<file path="src/rtl/data_mem_arbiter.sv">
`default_nettype none
// ---------------------------------------------------------------------------
// data_mem_arbiter: two-master, single-slave front end for a DataMemory port
// Rev 1.0 - initial release
// ---------------------------------------------------------------------------
module data_mem_arbiter #(
  parameter int ADDR_W = 32,
  parameter int DATA_W = 32
) (
  input  logic              clock,
  input  logic              reset,
  input  logic              m0_en,
  input  logic              m0_we,
  input  logic [ADDR_W-1:0] m0_addr,
  input  logic [DATA_W-1:0] m0_wd,
  output logic [DATA_W-1:0] m0_rd,
  output logic              m0_stall,
  input  logic              m1_en,
  input  logic              m1_we,
  input  logic [ADDR_W-1:0] m1_addr,
  input  logic [DATA_W-1:0] m1_wd,
  output logic [DATA_W-1:0] m1_rd,
  output logic              m1_stall,
  output logic              s_en,
  output logic              s_we,
  output logic [ADDR_W-1:0] s_addr,
  output logic [DATA_W-1:0] s_wd,
  input  logic [DATA_W-1:0] s_rd,
  input  logic              s_stall
);

  typedef enum logic [1:0] {
    IDLE  = 2'd0,
    ISSUE = 2'd1,
    WAIT  = 2'd2,
    DONE  = 2'd3
  } state_t;

  state_t              state;
  state_t              state_next;
  logic                prio;
  logic                grant;
  logic                pick;
  logic                any_req;
  logic                done0;
  logic                done1;
  logic                req_we;
  logic [ADDR_W-1:0]   req_addr;
  logic [DATA_W-1:0]   req_wd;
  logic [DATA_W-1:0]   rd0;
  logic [DATA_W-1:0]   rd1;

  assign any_req = m0_en | m1_en;
  // Contention goes to the priority pointer; otherwise the lone requester wins.
  assign pick    = (m0_en & m1_en) ? prio : m1_en;

  always_ff @(posedge clock) begin
    if (reset) begin
      state <= IDLE;
    end else begin
      state <= state_next;
    end
  end

  always_comb begin
    state_next = state;
    s_en       = 1'b0;
    case (state)
      IDLE:    if (any_req) state_next = ISSUE;
      ISSUE: begin
        s_en       = 1'b1;
        state_next = WAIT;
      end
      WAIT:    if (!s_stall) state_next = DONE;
      DONE:    state_next = IDLE;
      default: state_next = IDLE;
    endcase
  end

  always_ff @(posedge clock) begin
    if (reset) begin
      prio     <= 1'b0;
      grant    <= 1'b0;
      done0    <= 1'b0;
      done1    <= 1'b0;
      req_we   <= 1'b0;
      req_addr <= '0;
      req_wd   <= '0;
      rd0      <= '0;
      rd1      <= '0;
    end else begin
      case (state)
        IDLE: begin
          if (any_req) begin
            grant    <= pick;
            req_we   <= pick ? m1_we   : m0_we;
            req_addr <= pick ? m1_addr : m0_addr;
            req_wd   <= pick ? m1_wd   : m0_wd;
          end
        end
        WAIT: begin
          // Read data is captured on writes too; the master simply ignores it.
          if (!s_stall) begin
            if (grant) begin
              rd1   <= s_rd;
              done1 <= 1'b1;
            end else begin
              rd0   <= s_rd;
              done0 <= 1'b1;
            end
          end
        end
        DONE: begin
          if (grant) begin
            done1 <= 1'b0;
          end else begin
            done0 <= 1'b0;
          end
          prio <= ~grant;
        end
        default: ;
      endcase
    end
  end

  assign m0_stall = m0_en & ~done0;
  assign m1_stall = m1_en & ~done1;
  assign m0_rd    = rd0;
  assign m1_rd    = rd1;
  assign s_we     = req_we;
  assign s_addr   = req_addr;
  assign s_wd     = req_wd;

endmodule
`default_nettype wire

</file>
<file path="config.mk">
export PLATFORM = sky130hd
export DESIGN_NAME = data_mem_arbiter
export DESIGN_NICKNAME = d
export VERILOG_FILES = /design/src/rtl/data_mem_arbiter.sv
export SDC_FILE = /design/constraint.sdc
export NUM_CORES = 1
export LEC_CHECK = 0
export BUFFER_PORTS_ARGS = -buffer_cell sky130_fd_sc_hd__buf_2
export CAP_MARGIN = 0
export CORE_AREA = 2 2 115 117
export CTS_BUF_LIST = sky130_fd_sc_hd__clkbuf_2
export DETAILED_ROUTE_END_ITERATION = 10
export DIE_AREA = 0 0 117 119
export MAX_ROUTING_LAYER = met4
export PLACE_DENSITY = 0.82
export SLEW_MARGIN = 20
export SYNTH_ARGS = -nofsm -noshare
export SYNTH_HDL_FRONTEND = slang
export SYNTH_SLANG_ARGS = --single-unit
</file>
<file path="constraint.sdc">
create_clock -name clock -period 3.7 [get_ports clock]
set_input_delay 1.11 -clock clock [delete_from_list [all_inputs] [get_ports clock]]
set_output_delay 1.11 -clock clock [all_outputs]
set_load 0.01 [all_outputs]
</file>
==> metrics.txt, run 1 <==
TritonCTS clock tree yes; max_cap viols 0; Placed Cells 1115; fmax 355 MHz; via count 6102; H-Tree Depth 4; Critical Path, Cell by Cell buf_2 > inv_2 > nor2_1 > buf_2; First-pass DRT Iterations 5; fraction of layout cells with a size suffix above 1 0.409; I/O Pins 299; antenna violations before repair 2; via/cell ratio 5.31; first-pass GRT wire length 27.1 mm; clock skew 25.4 ps; most frequent cells in the layout buf_2, dfxtp_1, nand2_1; Syn Nets 875; critical path type input pin to output port; hold slack 463 ps; Final Max Tran Viols 0; synthesized cell area 0.00593 mm^2; Final Core Density 0.599; GP Congestion 0.831; Die X 117 um; WL final 17.7 mm; vias in the first global route 5557; Yosys reg bits 135; grt total ovfl 0; max_slew headroom 0.486; placed cell area 0.00745 mm^2; IO Port Bufs 298; status complete, no violations; Worst path max stage delay 210 ps; post-route cell area 0.00771 mm^2; worst slew pin tran 772 ps; core area 0.0129 mm^2; final non-filler cell total 1149; Avg Cell Area, Syn 8.45 um^2; Tcrit/Tclk final 0.760; clock buffer depth 2; Most common cell on crit path buf_2; final hold violations 0; Num CTS Buffers 17; CP max stage cell nor2_1; Min-Delay Path Class flip-flop to flip-flop; Syn Inst Count 702; Area Overhead vs Synth 29.9%; die area 0.0139 mm^2; clk_lat worst skew 700 ps; unrepaired setup endpoints after global routing no; Starting Density 0.461; Leak Pwr 3.32 nW; # Post-CTS Setup Buffers 0; Clk Tree Root Cell clkbuf_2; Setup Total Neg Slack 0 ps; CP Launch Type input pin; Residual DRC 0; Total GRT Usage 0.256; WL per Instance 15.4 um; CP arrival 1700 ps; Nets 1131; final setup violating endpoints 0; largest net degree at the start of global routing 75; DR iter-0 viols 386; YS warnings 0; Hold-fix buffers, CTS 0; HPWL Detailed 12.3 mm; Critical Path RT 2590 ps; commonest non-fill, non-tap cell in the layout buf_2; Die Y 119 um; Resized Gates After CTS 0; antenna-violating nets left 0; Critical Path Sink Type output port; clock sinks 135; sequential share of the synthesized area 0.456; Distinct cells, synth 32; worst IR drop on VDD 0.374 mV; minimum clock period 2810 ps; Worst-path clk slew 200 ps; PwrDens 629 mW/mm^2; Core Rows 42; CP Max Fanout 3
-- power by group --
part | switching, W | leakage [nW] | internal [W] | total, W
Sequential | 0.000174 | 1.11 | 0.00179 | 0.00197
Combinational | 0.00119 | 2.07 | 0.000772 | 0.00196
Clock | 0.000597 | 0.152 | 0.000327 | 0.000925
Total | 0.00196 | 3.32 | 0.00289 | 0.00485
-- synthesized netlist by cell type, drive strengths merged --
cell type	instances	area share
dfxtp	135	0.46
nand2	128	0.081
nor2	69	0.044
o21ai	69	0.058
a21oi	66	0.056
a311oi	65	0.15
nand3	65	0.055
buf	46	0.042
clkbuf	26	0.016
ha	6	0.013
inv	6	0.0038
nor2b	3	0.0032
a211oi	2	0.0025
and2	2	0.0021
nand2b	2	0.0021
nor3b	2	0.0034
o41ai	2	0.0030
a31oi	1	0.0011
a32oi	1	0.0015
and2b	1	0.0013
and3b	1	0.0015
mux2i	1	0.0017
nand3b	1	0.0013
o21a	1	0.0015
or3b	1	0.0015
-- through the flow --
step / setup WS (ps) / power [W]
floorplan: 821 / 0.00331
global placement: 860 / 0.00391
detailed placement: 878 / 0.00396
CTS: 878 / 0.00489
global route: 831 / 0.00518
finish: 887 / 0.00485
-- logic make-up (layout without fill, tap and decap cells) --
kind of cell,count (synthesis),in the layout,share of synthesized area
flip-flops,135,135,0.456
buffers and inverters,78,347,0.0620
AO/OA/AOI/OAI,207,207,0.272
AND/OR/NAND/NOR,275,275,0.196
other,0,2,0
multiplexers,1,1,0.00169
adder cells (fa/ha/maj),6,6,0.0127
-- final timing paths --
kind / slack, ps / cells after the start / start / endpoint
setup / recovery: 890 / 4 / m1_en / m1_stall
hold / removal: 460 / 2 / m0_rd[7] / m0_rd[7]
hold reg to reg: 460 / 2 / m0_rd[7] / m0_rd[7]
setup reg to reg: 1650 / 5 / state[0] / m0_rd[9]
-- layout make-up --
type                    count  area (um^2)
inverters                   6         22.5
well taps                 176          220
diodes                      2         5.00
clock buffers              17         85.1
flip-flops and latches    135         2700
fillers                  1168         5170
clock inverters            15          168
repair buffers            309         1630
multi-input cells         489         2880
-- critical path, delay by kind of cell --
family                 cells  cell delay [ps]
AND/OR/NAND/NOR            1              210
buffers and inverters      3              380
-- registers in the layout, indices dropped and copies added, names as in the netlist --
name	count
state	2
done1	1
done0	1
prio	1
grant	1
s_addr	32
s_we	1
m1_rd	32
m0_rd	32
s_wd	32
-- routing by layer --
metal / GRT usage / wire (um)
met1: 0.295 / 7060
met2: 0.404 / 8560
met3: 0.0672 / 1390
met4: 0.135 / 676
met5: - / 0
No activity file was read; power rests on OpenSTA's default activity.
==> inputs of run 2 (changes only) <==
--- a/config.mk
+++ b/config.mk
@@ -7,10 +7,10 @@
 export LEC_CHECK = 0
 export BUFFER_PORTS_ARGS = -buffer_cell sky130_fd_sc_hd__buf_2
 export CAP_MARGIN = 0
-export CORE_AREA = 2 2 115 117
+export CORE_MARGIN = 2
+export CORE_UTILIZATION = 47
 export CTS_BUF_LIST = sky130_fd_sc_hd__clkbuf_2
 export DETAILED_ROUTE_END_ITERATION = 10
-export DIE_AREA = 0 0 117 119
 export MAX_ROUTING_LAYER = met4
 export PLACE_DENSITY = 0.82
 export SLEW_MARGIN = 20
==> constraint.sdc (replaced) <==
create_clock -name clock -period 2.8 [get_ports clock]
set_input_delay 0.84 -clock clock [delete_from_list [all_inputs] [get_ports clock]]
set_output_delay 0.84 -clock clock [all_outputs]
set_load 0.01 [all_outputs]
==> metrics.txt, run 2 (synthesis gave the netlist of run 1 again) <==
post-route cell area 0.00779 mm^2; minimum clock period 2400 ps; fillers 1127; clock sinks 135; Total GRT Usage 0.256; commonest non-fill, non-tap cell in the layout buf_2; Worst-path clk slew 190 ps; hold slack 362 ps; clock skew 16.5 ps; Buf+Inv Stages, Crit Path 2; worst IR drop on VDD 0.739 mV; I/O Pins 299; Leak Pwr 3.37 nW; unrepaired setup endpoints after global routing no; Die Y 116 um; max_slew headroom 0.547; fmax 417 MHz; worst slew pin tran 680 ps; delay-heaviest family, CP flip-flops; HPWL Detailed 12.5 mm; die area 0.0135 mm^2; GP Congestion 0.865; Starting Density 0.476; TritonCTS clock tree yes; Hold-fix buffers, CTS 0; final setup violating endpoints 0; PwrDens 843 mW/mm^2; antenna-violating nets left 0; H-Tree Depth 4; Final Core Density 0.625; max_cap viols 0; Tcrit/Tclk final 0.857; IO Port Bufs 298; Area Overhead vs Synth 31.4%; critical path type flip-flop to output port; via/cell ratio 5.37; status complete, no violations; Residual DRC 0; Resized Gates After CTS 0; vias in the first global route 5464; via count 6173; fraction of layout cells with a size suffix above 1 0.408; largest net degree at the start of global routing 67; Setup Total Neg Slack 0 ps; placed cell area 0.00751 mm^2; most frequent cells in the layout buf_2, dfxtp_1, nand2_1; core area 0.0125 mm^2; grt total ovfl 0; final hold violations 0; final non-filler cell total 1149; CP Max Fanout 5; # Post-CTS Setup Buffers 0; Critical Path, Cell by Cell inv_1 > ha_1 > buf_2; Critical Path RT 1960 ps; Worst path max stage delay 430 ps; CP max stage cell dfxtp_1; Die X 116 um; Nets 1136; Critical Path Sink Type output port; Min-Delay Path Class input pin to flip-flop; Num CTS Buffers 17; first-pass GRT wire length 26.0 mm; Core Rows 41; antenna violations before repair 1; WL final 17.4 mm; First-pass DRT Iterations 5; Clk Tree Root Cell clkbuf_2; Placed Cells 1116; clock buffer depth 2; WL per Instance 15.2 um; clk_lat worst skew 680 ps; CP Launch Type flip-flop; CP arrival 1560 ps; Final Max Tran Viols 0; DR iter-0 viols 339
[run 2: through the flow]
step,total power (W),setup slack [ps]
global route,0.00698,223
global placement,0.00520,629
detailed placement,0.00527,509
floorplan,0.00438,461
finish,0.00657,400
CTS,0.00662,310
[run 2: cell type report]
type	instances	area, um^2	area share
Multi-Input combinational cell	489	2880	0.369
Sequential cell	135	2700	0.347
Timing Repair Buffer	314	1690	0.217
Tap cell	172	215	0.0276
Clock inverter	11	180	0.0231
Clock buffer	20	100	0.0128
Inverter	6	22.5	0.00289
Antenna cell	2	5.00	0.000642
[run 2: per-layer routing]
metal,GRT usage,up-vias,wire (um)
met5,-,-,0
met3,0.0716,48,1530
li1,-,2996,-
met2,0.409,299,8400
met1,0.283,2830,6640
met4,0.160,0,845
[run 2: path summary, 6_finish.rpt]
| kind | from | end | slack, ps | cells past startpoint |
|---|---|---|---|---|
| min | s_rd[28] | m1_rd[28] | 360 | 3 |
| min reg2reg | m0_rd[10] | m0_rd[10] | 460 | 2 |
| max reg2reg | state[0] | m0_rd[5] | 1030 | 6 |
| max | state[1] | s_en | 400 | 3 |
[run 2: power by group]
part	total, W	internal (W)	switching (W)
Sequential	0.00261	0.00237	0.000237
Combinational	0.00261	0.00105	0.00156
Clock	0.00135	0.000672	0.000680
Total	0.00657	0.00409	0.00248
[run 2: worst register-to-register path, delay by kind of cell, from the launching register on]
family	cells	cell delay, ps
compound gates	1	70
flops	1	380
buf+inv	2	390
simple gates	2	500
fa+ha+maj	1	320
